===== config.mk =====
export PLATFORM = sky130hd
export DESIGN_NAME = ahb_adc_scan_sequencer
export DESIGN_NICKNAME = d
export VERILOG_FILES = /design/src/rtl/ahb_adc_scan_sequencer.sv
export SDC_FILE = /design/constraint.sdc
export NUM_CORES = 1
export LEC_CHECK = 0
export CAP_MARGIN = 0
export CORE_ASPECT_RATIO = 1.2
export CORE_UTILIZATION = 45
export DETAILED_ROUTE_END_ITERATION = 16
export DONT_BUFFER_PORTS = 1
export PLACE_DENSITY = 0.66
export SYNTH_ARGS = -nofsm -noshare
export SYNTH_HDL_FRONTEND = slang
export SYNTH_SLANG_ARGS = --single-unit

===== constraint.sdc =====
create_clock -name HCLK -period 8.4 [get_ports HCLK]
set_clock_uncertainty 0.2 [all_clocks]
set_input_delay 0.84 -clock HCLK [delete_from_list [all_inputs] [get_ports HCLK]]
set_output_delay 0.84 -clock HCLK [all_outputs]
set_load 0.05 [all_outputs]

===== src/rtl/ahb_adc_scan_sequencer.sv =====
// AHB-Lite slave that scans masked ADC channels in the background and keeps the
// latest result plus new/overrun flags per channel, readable with zero wait states.
module ahb_adc_scan_sequencer #(
  parameter int N_CH    = 16,
  parameter int RES_W   = 12,
  parameter int TIMEOUT = 1023
) (
  input  logic             HCLK,
  input  logic             HRESET,
  input  logic             HSEL,
  input  logic [31:0]      HADDR,
  input  logic             HWRITE,
  input  logic [2:0]       HSIZE,
  input  logic [1:0]       HTRANS,
  input  logic             HREADY,
  input  logic [31:0]      HWDATA,
  output logic [31:0]      HRDATA,
  output logic             HREADYOUT,
  output logic             HRESP,
  output logic             Read,
  output logic [3:0]       Channel_Select,
  input  logic [RES_W-1:0] Result,
  input  logic             RDY_BSYn,
  output logic             irq
);
  localparam int TW = (TIMEOUT > 1) ? $clog2(TIMEOUT) : 1;

  typedef enum logic [1:0] {ST_IDLE, ST_SELECT, ST_CONVERT, ST_NEXT} state_t;

  state_t           state;
  logic [3:0]       cur;
  logic [TW-1:0]    tcnt;
  logic             scan_en, irq_en, oneshot_pend, to_err, scan_done;
  logic [3:0]       last_ch;
  logic [N_CH-1:0]  mask, new_f, ovr_f;
  logic [RES_W-1:0] data_res [N_CH];
  logic             dp_valid, dp_write;
  logic [5:0]       dp_idx;
  logic [3:0]       dp_ch;
  logic             dp_is_data;
  logic             first_ok, next_ok;
  logic [3:0]       first_ch, next_ch;
  logic             unused_ok;

  assign unused_ok  = ^{HSIZE, HADDR[31:8], HADDR[1:0], HTRANS[0], HWDATA};
  assign HREADYOUT  = 1'b1;
  assign HRESP      = 1'b0;
  assign irq        = irq_en & (to_err | scan_done);
  assign dp_ch      = dp_idx[3:0];
  assign dp_is_data = (dp_idx[5:4] == 2'b01) && ({1'b0, dp_ch} < 5'(N_CH));

  // Lowest enabled channel overall, and lowest enabled channel above cur.
  always_comb begin
    first_ok = 1'b0;
    first_ch = '0;
    next_ok  = 1'b0;
    next_ch  = '0;
    for (int i = N_CH - 1; i >= 0; i--) begin
      if (mask[i]) begin
        first_ok = 1'b1;
        first_ch = 4'(i);
      end
      if (mask[i] && (i > int'(cur))) begin
        next_ok = 1'b1;
        next_ch = 4'(i);
      end
    end
  end

  always_comb begin
    HRDATA = '0;
    if (dp_valid && !dp_write) begin
      case (dp_idx)
        6'd0: HRDATA[2:0] = {irq_en, 1'b0, scan_en};
        6'd1: HRDATA[N_CH-1:0] = mask;
        6'd2: begin
          HRDATA[0]     = (state != ST_IDLE);
          HRDATA[1]     = to_err;
          HRDATA[2]     = scan_done;
          HRDATA[19:16] = last_ch;
        end
        default: begin
          if (dp_is_data) begin
            HRDATA[31]        = new_f[dp_ch];
            HRDATA[30]        = ovr_f[dp_ch];
            HRDATA[RES_W-1:0] = data_res[dp_ch];
          end
        end
      endcase
    end
  end

  // Bus side effects come first so that FSM events later in this block win
  // over a same-edge W1C or read-clear.
  always_ff @(posedge HCLK) begin
    if (HRESET) begin
      state          <= ST_IDLE;
      cur            <= '0;
      tcnt           <= '0;
      scan_en        <= 1'b0;
      irq_en         <= 1'b0;
      oneshot_pend   <= 1'b0;
      to_err         <= 1'b0;
      scan_done      <= 1'b0;
      last_ch        <= '0;
      mask           <= '0;
      new_f          <= '0;
      ovr_f          <= '0;
      dp_valid       <= 1'b0;
      dp_write       <= 1'b0;
      dp_idx         <= '0;
      Read           <= 1'b0;
      Channel_Select <= '0;
      for (int i = 0; i < N_CH; i++) data_res[i] <= '0;
    end else begin
      if (HREADY) begin
        dp_valid <= HSEL & HTRANS[1];
        dp_write <= HWRITE;
        dp_idx   <= HADDR[7:2];
      end
      if (dp_valid && dp_write) begin
        case (dp_idx)
          6'd0: begin
            scan_en <= HWDATA[0];
            irq_en  <= HWDATA[2];
            if (HWDATA[1] && (state == ST_IDLE)) oneshot_pend <= 1'b1;
          end
          6'd1: mask <= HWDATA[N_CH-1:0];
          6'd2: begin
            if (HWDATA[1]) to_err    <= 1'b0;
            if (HWDATA[2]) scan_done <= 1'b0;
          end
          default: ;
        endcase
      end
      if (dp_valid && !dp_write && dp_is_data) begin
        new_f[dp_ch] <= 1'b0;
        ovr_f[dp_ch] <= 1'b0;
      end

      case (state)
        ST_IDLE: begin
          if ((scan_en || oneshot_pend) && first_ok) begin
            cur            <= first_ch;
            Channel_Select <= first_ch;
            Read           <= 1'b0;
            oneshot_pend   <= 1'b0;
            state          <= ST_SELECT;
          end else if (!first_ok) begin
            oneshot_pend <= 1'b0;
          end
        end
        ST_SELECT: begin
          Read  <= 1'b1;
          tcnt  <= '0;
          state <= ST_CONVERT;
        end
        ST_CONVERT: begin
          if (RDY_BSYn) begin
            data_res[cur] <= Result;
            new_f[cur]    <= 1'b1;
            if (new_f[cur]) ovr_f[cur] <= 1'b1;
            last_ch <= cur;
            Read    <= 1'b0;
            state   <= ST_NEXT;
          end else if (tcnt == TW'(TIMEOUT - 1)) begin
            to_err <= 1'b1;
            Read   <= 1'b0;
            state  <= ST_NEXT;
          end else begin
            tcnt <= tcnt + 1'b1;
          end
        end
        ST_NEXT: begin
          if (next_ok) begin
            cur            <= next_ch;
            Channel_Select <= next_ch;
            state          <= ST_SELECT;
          end else begin
            scan_done <= 1'b1;
            if (scan_en && first_ok) begin
              cur            <= first_ch;
              Channel_Select <= first_ch;
              state          <= ST_SELECT;
            end else begin
              state <= ST_IDLE;
            end
          end
        end
        default: state <= ST_IDLE;
      endcase
    end
  end

endmodule


==> results of run 1 <==
-- per-layer routing --
layer | vias up | routed length, um | GRT usage [%] | share of wire (%)
li1 | 3867 | - | - | -
met1 | 4211 | 13500 | 28.0 | 41
met2 | 324 | 16100 | 37.1 | 48
met3 | 81 | 2270 | 3.60 | 6.8
met4 | 0 | 1380 | 9.17 | 4.2
met5 | - | 0 | 0 | 0
-- through the flow --
stage | total power (uW) | setup slack, ns | instances | hold slack [ns] | area [sq um]
global route | 3040 | 3.87 | 1469 | 0.142 | 14700
floorplan | 1650 | 4.87 | 1092 | 0.232 | 13400
finish | 2960 | 4.03 | 1469 | 0.156 | 14700
CTS | 2980 | 3.97 | 1468 | 0.137 | 14700
global placement | 1690 | 4.57 | 1413 | 0.235 | 13700
detailed placement | 1690 | 4.56 | 1413 | 0.243 | 13700
-- area by class of cell --
| type | count | area (sq um) |
|---|---|---|
| Antenna cell | 1 | 2.50 |
| Clock buffer | 36 | 783 |
| Clock inverter | 19 | 179 |
| Fill cell | 2506 | 14300 |
| Inverter | 16 | 60.1 |
| Multi-Input combinational cell | 712 | 5530 |
| Sequential cell | 278 | 7490 |
| Tap cell | 385 | 482 |
| Timing Repair Buffer | 22 | 165 |
-- kinds of logic after synthesis --
family / share of synthesized area, %
buffers and inverters: 3.56
XOR/XNOR: 0.392
multiplexers: 13.6
other: 0.0560
AND/OR/NAND/NOR: 17.2
flip-flops: 55.9
AO/OA/AOI/OAI: 8.70
adder cells (fa/ha/maj): 0.654
-- critical path, cell delays in order (launching register included) --
cell and delay [ns]:
dfxtp_4 1.01, mux4_2 0.44, mux4_2 0.28, a22oi_1 0.09, a311oi_2 0.89
-- cell usage in the layout, fill, tap and decap left out, types with 17 or more instances in the layout --
| cell | instances |
|---|---|
| buf_4 | 22 |
| nand2_1 | 81 |
| dfxtp_1 | 84 |
| nor2_1 | 69 |
| and2_1 | 204 |
| a22o_1 | 17 |
| o21ai_0 | 26 |
| mux4_2 | 75 |
| a21oi_1 | 45 |
| clkbuf_16 | 30 |
| edfxtp_1 | 192 |
-- how the worst max path moves through the flow --
stage / startpoint / cells after the start / slack [ns] / to
floorplan: register / 5 / 4.87 / HRDATA[1]
global placement: register / 4 / 4.57 / HRDATA[1]
detailed placement: register / 4 / 4.56 / HRDATA[1]
CTS: register / 4 / 3.97 / HRDATA[1]
global route: register / 4 / 3.87 / HRDATA[1]
finish: register / 4 / 4.03 / HRDATA[1]
-- flip-flops by register name, summed over array words and instances, names as in the netlist, 2 cells and up, named ones only --
signal and flops:
data_res 192, dp_idx 6, ovr_f 16, mask 16, cur 4, tcnt 10
state 2, new_f 16, last_ch 4
-- where the power goes --
part | total (uW) | switching, uW | internal [uW] | leakage, uW
Combinational | 144 | 85.8 | 58.7 | 0.00213
Clock | 1290 | 540 | 754 | 0.000479
Sequential | 1520 | 25.0 | 1490 | 0.00268
==> summary.md, run 1 <==
| Metric | Value |
|---|---|
| Most frequent cells after synthesis | and2_1 (204), edfxtp_1 (192), dfxtp_1 (86) |
| Core ar. | 29,000 sq um |
| Fin Setup TNS | 0 ns |
| Synth top area share | 43.0% |
| Post-route minimum period | 4.37 ns |
| # IOs | 127 |
| Grt total ovfl | 0 |
| Post-Route Utilization | 50.6% |
| Mapped Cells | 1,082 |
| Antenna violations before repair | 1 |
| Reg2reg path depth | 7 |
| Max_slew headroom | 15.1% |
| Largest cells by area after synthesis | edfxtp_1 (43%), dfxtp_1 (13%), mux4_2 (13%) |
| WP data required | 7.36 ns |
| DR vias/cell | 5.77 |
| Hold crit path type | primary input to register |
| Worst flop-to-flop path endpoint | cur[1] |
| H-tree depth | 1 |
| Gr usage total | 21.9% |
| CTS buffer count | 30 |
| Post-route ant nets | 0 |
| Setup bufs post-CTS | 0 |
| Worst Path Arrival | 3.33 ns |
| Worst-Margin Slew | 1.27 ns |
| Largest net degree at the start of global routing | 63 |
| Global-route wire length before repair | 50.3 mm |
| Post-synth EDFFs | 192 |
| CTS hold repair buffers | 0 |
| Start point of the worst hold path | HRESET |
| Cell area after synthesis | 13,400 sq um |
| Die W | 160 um |
| Total die area | 30,500 sq um |
| CTS sink cnt | 278 |
| Worst Setup Start Kind | register |
| Vias in the first global route | 8,255 |
| Crit path kind | register to output pin |
| Row count | 68 |
| Yosys reg bits | 278 |
| Most used DFF post-synth | edfxtp_1 |
| Worst reg-to-reg setup slack | 5.43 ns |
| Post-DP HPWL | 21.6 mm |
| Routed wire length per instance | 22.6 um |
| Die H | 191 um |
| First DRT Iteration DRCs | 779 |
| Area leader, netlist | edfxtp_1 |
| # DRC | 0 |
| Hold Fails Final Rpt | 0 |
| Yosys warnings | 0 |
| Syn_area_per_cell | 12.4 sq um |
| Setup violators final | 0 |
| Max FO, Critical Path | 48 |
| Clock-pin slew on the worst setup and hold paths | 0.06 ns |
| Drt pass-1 iters | 5 |
| Clock buffer depth | 3 |
| FF-to-FF Start | cur[2] |
| Outcome | complete, no violations |
| CTS tree | done |
| Final net count | 1,154 |
| Leakage power | 0.00528 uW |
| Maximum vdd drop | 0.000138 V |
| Final WL | 33.2 mm |
| Initial Util | 46.2% |
| Fin. max-slew vios | 0 |
| Register area share after synthesis | 55.9% |
| Worst skew pair latency | 0.56 ns |
| F_max | 0.229 GHz |
| Synth cell types | 67 |
| Port Buffers | 0 |
| Share of the cycle needed by the critical path after routing | 52.0% |
| Area grow syn2layout | 9.65% |
| Post-CTS sizing | 0 |
| Max-Cap Viols | 0 |
| PwrDens | 201 nW/um^2 |
| Hold Path Depth | 1 |
| DR vias | 8,483 |
| Global placement routability congestion | 0.881 |
| Hold Path Sink | dp_write |
| Asr flop ratio synth | 0% |
| Root Buffer | clkbuf_16 |
| Layout cells sized above 1 | 15.4% |
| RSZ-0062 raised after global routing | no |
| Cell with the most instances after synthesis | and2_1 |
| CP endpoint kind | output pin |
Note: power is estimated with default switching activity, not from simulation.
==> run 2: changes to the inputs <==
- PLACE_DENSITY: 0.66 -> 0.68
- clock period: 8.4 -> 4 ns (I/O delays scaled with it)
==> run 2 against run 1 <==
First-iteration DRC count grew 16%. Wire length grew 4.7%. Register-to-register slack lost 4.6 ns. Largest cell class unchanged. Via count grew 4.7%. Largest power group unchanged. Count of clock-buffer cells in the layout is the same. Critical path depth grew 1. Sequential power grew 110%. Design area grew 4.6%. Total power grew 120%.
==> summary.md, run 2 (synthesized netlist as in run 1, its figures left out) <==
| Metric | Value |
|---|---|
| F_max | 0.275 GHz |
| Worst skew pair latency | 0.56 ns |
| Crit. path cell count | 5 |
| CTS sink cnt | 278 |
| CTS tree | done |
| Final net count | 1,223 |
| Crit path kind | register to output pin |
| PwrDens | 416 nW/um^2 |
| Die H | 191 um |
| Antenna violations before repair | 1 |
| CTS buffer count | 29 |
| Placed Cells | 1,442 |
| Hold Path Depth | 3 |
| DR vias | 8,879 |
| Fin. max-slew vios | 0 |
| Max-Cap Viols | 0 |
| Grt total ovfl | 0 |
| Most common cell after layout, fill and taps aside | and2_1 |
| Hold Fails Final Rpt | 0 |
| WP data required | 3.40 ns |
| Largest net degree at the start of global routing | 59 |
| CP most frequent cell | nand2_1 |
| DR vias/cell | 5.78 |
| FF-to-FF Start | dp_idx[0] |
| H-tree depth | 1 |
| Worst-Margin Slew | 1.09 ns |
| Most frequent cells in the layout | and2_1 (204), edfxtp_1 (192), dfxtp_1 (84) |
| Delay of the slowest critical-path stage | 0.86 ns |
| Core ar. | 29,000 sq um |
| Fin Setup TNS | 0 ns |
| Worst Setup Start Kind | register |
| Final WL | 34.8 mm |
| Vias in the first global route | 8,854 |
| Drt pass-1 iters | 5 |
| Post-route minimum period | 3.64 ns |
| Post-route ant nets | 0 |
| Pwr Total | 6400 uW |
| Setup violators final | 0 |
| Outcome | complete, no violations |
| Row count | 68 |
| Routed wire length per instance | 22.6 um |
| Post-DP HPWL | 22.5 mm |
| First DRT Iteration DRCs | 904 |
| Die W | 160 um |
| RSZ-0062 raised after global routing | no |
| Worst-path cell chain | nor2b_1, nand2_1, nor2_1, nand2_1, o21ai_1 |
| Finished Layout Cells | 1,537 |
| Worst setup path end | HRDATA[9] |
| Worst Path Arrival | 3.04 ns |
| # DRC | 0 |
| CP endpoint kind | output pin |
| Area grow syn2layout | 14.7% |
| Global-route wire length before repair | 52.7 mm |
| Hold crit path type | primary input to register |
| Setup bufs post-CTS | 0 |
| Filler Cell Count | 2,379 |
| Global placement routability congestion | 0.856 |
| Port Buffers | 0 |
| Number of flip-flops in the largest register | 192 |
| Post-route setup slack | 0.358 ns |
| Leakage power | 0.00563 uW |
| Initial Util | 46.2% |
| Worst path slowest cell | dfxtp_1 |
| Post-place setup slack | 0.909 ns |
| Total die area | 30,500 sq um |
| # IOs | 127 |
| Max FO, Critical Path | 18 |
| Most flop-heavy register | data_res |
| Worst flop-to-flop path endpoint | mask[2] |
| Root Buffer | clkbuf_16 |
| Clock buffer depth | 3 |
| Worst reg-to-reg setup slack | 0.84 ns |
| Maximum vdd drop | 0.000306 V |
| Gr usage total | 23.0% |
| Crit. Startpoint | dp_idx[0] |
| Clock-pin slew on the worst setup and hold paths | 0.06 ns |
| Post-CTS sizing | 0 |
| Crit path buf inv count | 0 |
| Layout cells sized above 1 | 16.9% |
| Share of the cycle needed by the critical path after routing | 91.1% |
| Max_slew headroom | 26.8% |
| Reg2reg path depth | 6 |
| Top cell family by delay on the critical path | simple AND/OR/NAND/NOR gates |
[run 2: changes by cell type in the layout (fill, tap and decap cells not counted), moves of 2 or more]
cell,before,now
buf_12,0,2
clkinv_1,5,2
dlygate4sd3_1,0,40
o31ai_4,2,0
o21ai_1,16,19
o21ai_2,3,0
o31ai_2,1,3
bufinv_16,3,5
buf_4,22,49
[run 2: worst min-delay path, cell delays in order]
cell	delay (ns)
nor3_2	0.02
buf_4	0.18
a21o_1	0.16
[run 2: layout make-up]
cell class	count	area [sq um]	area share (%)
sequential	278	7490	48.8
multi-input combinational	712	5500	35.8
timing repair buffer	92	836	5.44
clock buffer	36	772	5.02
tap	385	482	3.13
clock inverter	17	223	1.45
inverter	16	60.1	0.391
antenna	1	2.50	0.0163
[run 2: report_power, final]
group | switching (uW) | total, uW | internal, uW
combinational | 233 | 395 | 162
clock | 1130 | 2820 | 1690
sequential | 45.0 | 3180 | 3140
total | 1410 | 6400 | 4990
[run 2: what timing repair did]
action / in CTS / in global routing
endpoints found under the hold margin: 276 / 0
hold buffers: 41 / 0
setup endpoints to repair: 0 / 0
[run 2: per-stage QoR]
stage / hold WS (ns) / instance area [sq um] / util [%]
global route: 0.0683 / 15400 / 53.0
floorplan: 0.232 / 13400 / -
finish: 0.0643 / 15400 / 53.0
detailed placement: 0.238 / 13900 / 48.1
global placement: 0.231 / 13900 / 48.1
CTS: 0.0418 / 15400 / 53.0
[run 2: how the worst min path moves through the flow]
stage                     from    endpoint  slack, ns
global route            HRESET   new_f[14]       0.07
CTS                   RDY_BSYn  last_ch[2]       0.04
floorplan           last_ch[0]  last_ch[0]       0.23
detailed placement  last_ch[1]  last_ch[1]       0.24
global placement    last_ch[0]  last_ch[0]       0.23
finish                  HRESET   new_f[14]       0.06
[run 2: per-layer routing]
| layer | share of wire [%] | track usage (%) |
|---|---|---|
| met3 | 6.4 | 3.02 |
| met5 | 0 | 0 |
| met4 | 3.6 | 8.39 |
| met1 | 40 | 29.1 |
| met2 | 50 | 40.4 |
==> run 3: changes to the inputs <==
- ABC_AREA: default -> 1
==> run 3 against run 2 <==
Final cell count rose by 20%. Critical path type unchanged. Critical path depth rose by 4. Combinational power rose by 150%. Die area fell by 3.9%. Utilization fell by 0.77 points. Non-clock buffer count fell by 12. Hold slack got worse by 0.035 ns.
==> summary.md, run 3 <==
| Metric | Value |
|---|---|
| Worst path slowest cell | dfxtp_2 |
| Outcome | complete, no violations |
| Worst-path cell chain | inv_2, buf_12, o21ai_0, o22ai_1, o211ai_1, nand2_1, a21oi_1, nor3_2, buf_4 |
| Number of flip-flops in the largest register | 192 |
| Net switching power | 1880 uW |
| Final WL | 37.2 mm |
| Worst Setup Start Kind | register |
| H-tree depth | 1 |
| Post-route ant nets | 0 |
| Hold Path Depth | 3 |
| Worst skew pair latency | 0.54 ns |
| Worst flop-to-flop path endpoint | to_err |
| Post-place setup slack | 1.10 ns |
| Most flop-heavy register | data_res |
| Cell area after synthesis | 12,900 sq um |
| Total die area | 29,300 sq um |
| Grt total ovfl | 0 |
| DR vias/cell | 5.75 |
| Root Buffer | clkbuf_16 |
| Most common cell after layout, fill and taps aside | nor2_1 |
| Vias in the first global route | 10,500 |
| WP data required | 3.40 ns |
| Reg power frac | 47.5% |
| Synth top area share | 44.8% |
| Yosys warnings | 0 |
| Reg2reg path depth | 8 |
| Asr flop ratio synth | 0% |
| Synth cell types | 44 |
| Port Buffers | 0 |
| Fin. max-slew vios | 0 |
| Final net count | 1,533 |
| Worst reg-to-reg setup slack | 1.14 ns |
| Antenna cells | 0 |
| Largest cells by area after synthesis | edfxtp_1 (45%), dfxtp_1 (13%), nor2_1 (10%) |
| Global placement routability congestion | 0.996 |
| Switching Fraction | 27.4% |
| Max_slew headroom | 27.7% |
| Initial Util | 46.0% |
| Most frequent cells after synthesis | nor2_1 (359), edfxtp_1 (192), o21ai_0 (142) |
| Max FO, Critical Path | 96 |
| Drt pass-1 iters | 5 |
| Worst-Margin Slew | 1.08 ns |
| Cell with the most instances after synthesis | nor2_1 |
| CTS buffer count | 28 |
| Post-synth EDFFs | 192 |
| Combinational fraction of design power | 14.4% |
| Fin Hold WS | 0.0290 ns |
| Setup violators final | 0 |
| Mapped Cells | 1,417 |
| Crit path buf inv count | 3 |
| Area leader, netlist | edfxtp_1 |
| Post-CTS sizing | 0 |
| CP endpoint kind | output pin |
| Post-route minimum period | 3.50 ns |
| FF-to-FF Start | dp_idx[1] |
| Post-route setup slack | 0.502 ns |
| Clock-pin slew on the worst setup and hold paths | 0.06 ns |
| Clock power frac | 38.1% |
| Row count | 67 |
| Clock buffer depth | 3 |
| Delay of the slowest critical-path stage | 0.62 ns |
| Most frequent cells in the layout | nor2_1 (359), edfxtp_1 (192), o21ai_0 (142) |
| First DRT Iteration DRCs | 1,047 |
| Leakage power | 0.00561 uW |
| Gr usage total | 25.6% |
| Antenna violations before repair | 0 |
| DR vias | 10,600 |
| Worst Path Arrival | 2.90 ns |
| Share of the cycle needed by the critical path after routing | 87.5% |
| Core ar. | 28,000 sq um |
| Die H | 187 um |
| Hold Fails Final Rpt | 0 |
| Post-DP HPWL | 24.2 mm |
| Worst setup path end | HRDATA[2] |
| F_max | 0.286 GHz |
| Die W | 156 um |
| Area grow syn2layout | 13.6% |
| Hold crit path type | primary input to register |
| Top cell family by delay on the critical path | compound AO/OA/AOI/OAI gates |
| Most used DFF post-synth | edfxtp_1 |
| Layout cells sized above 1 | 8.70% |
| Largest net degree at the start of global routing | 97 |
| Fin Setup TNS | 0 ns |
| CTS sink cnt | 278 |
| Setup bufs post-CTS | 0 |
| Yosys reg bits | 278 |
| Int Power | 4970 uW |
| CTS tree | done |
| PwrDens | 469 nW/um^2 |
| Crit. path cell count | 9 |
| # IOs | 127 |
| Max-Cap Viols | 0 |
| Routed wire length per instance | 20.2 um |
| Register area share after synthesis | 58.2% |
| RSZ-0062 raised after global routing | no |
| Maximum vdd drop | 0.000352 V |
| Global-route wire length before repair | 57.1 mm |
| # DRC | 0 |
| Syn_area_per_cell | 9.08 sq um |
| Crit path kind | register to output pin |
[run 3: metal layers]
layer  wire [um]  global-route usage (%)
met5           0                       0
met4        1680                    11.6
met3        2650                    3.24
met2       18600                    44.8
met1       14300                    31.1
[run 3: area by class of cell]
type                            instances  area (sq um)
Clock buffer                           42           856
Sequential cell                       278          7490
Inverter                              106           398
Multi-Input combinational cell        945          4610
Tap cell                              379           474
Fill cell                            2557         13400
Timing Repair Buffer                   80           716
Clock inverter                          9          67.6
[run 3: how the worst min path moves through the flow]
| stage | start | slack [ns] | to |
|---|---|---|---|
| 2_1_floorplan | last_ch[0] | 0.23 | last_ch[0] |
| 3_3_place_gp | last_ch[0] | 0.24 | last_ch[0] |
| 3_5_place_dp | last_ch[0] | 0.25 | last_ch[0] |
| 4_1_cts | RDY_BSYn | 0.01 | last_ch[2] |
| 5_1_grt | RDY_BSYn | 0.04 | last_ch[1] |
| 6_report | RDY_BSYn | 0.03 | last_ch[2] |
[run 3: worst register-to-register path, cell delays in order, from the launching register on]
cell and delay, ns:
dfxtp_1 0.42, inv_1 0.08, nor2_1 0.42, inv_1 0.26, nor2_1 0.29, inv_1 0.20
o21ai_0 0.18, a21oi_1 0.08, dlygate4sd3_1 0.61
[run 3: logic make-up after synthesis]
family / Yosys count / share of synthesized area [%]
AO/OA/AOI/OAI: 337 / 15.9
other: 2 / 0.0584
adder cells (fa/ha/maj): 7 / 0.681
buffers and inverters: 204 / 6.38
AND/OR/NAND/NOR: 589 / 18.8
flip-flops: 278 / 58.2
[run 3: timing repair]
| action | 4_1_cts | 5_1_grt |
|---|---|---|
| endpoints found under the hold margin | 49 | 0 |
| hold buffers | 31 | 0 |
| setup endpoints to repair | 0 | 0 |
[run 3: stage by stage]
stage | total power [uW] | utilization, % | area (sq um) | cells
floorplan | 3950 | - | 12900 | 1427
CTS | 6850 | 52.2 | 14600 | 1839
detailed placement | 4250 | 47.8 | 13400 | 1757
global placement | 4230 | 47.8 | 13400 | 1757
finish | 6860 | 52.2 | 14600 | 1839
global route | 7060 | 52.2 | 14600 | 1839
[run 3: power groups by stage]
stage	registers, uW	clock network (uW)	logic [uW]
floorplan	3330	0	618
global placement	3310	0	919
detailed placement	3320	0	936
CTS	3260	2630	968
global route	3270	2740	1050
finish	3260	2610	987
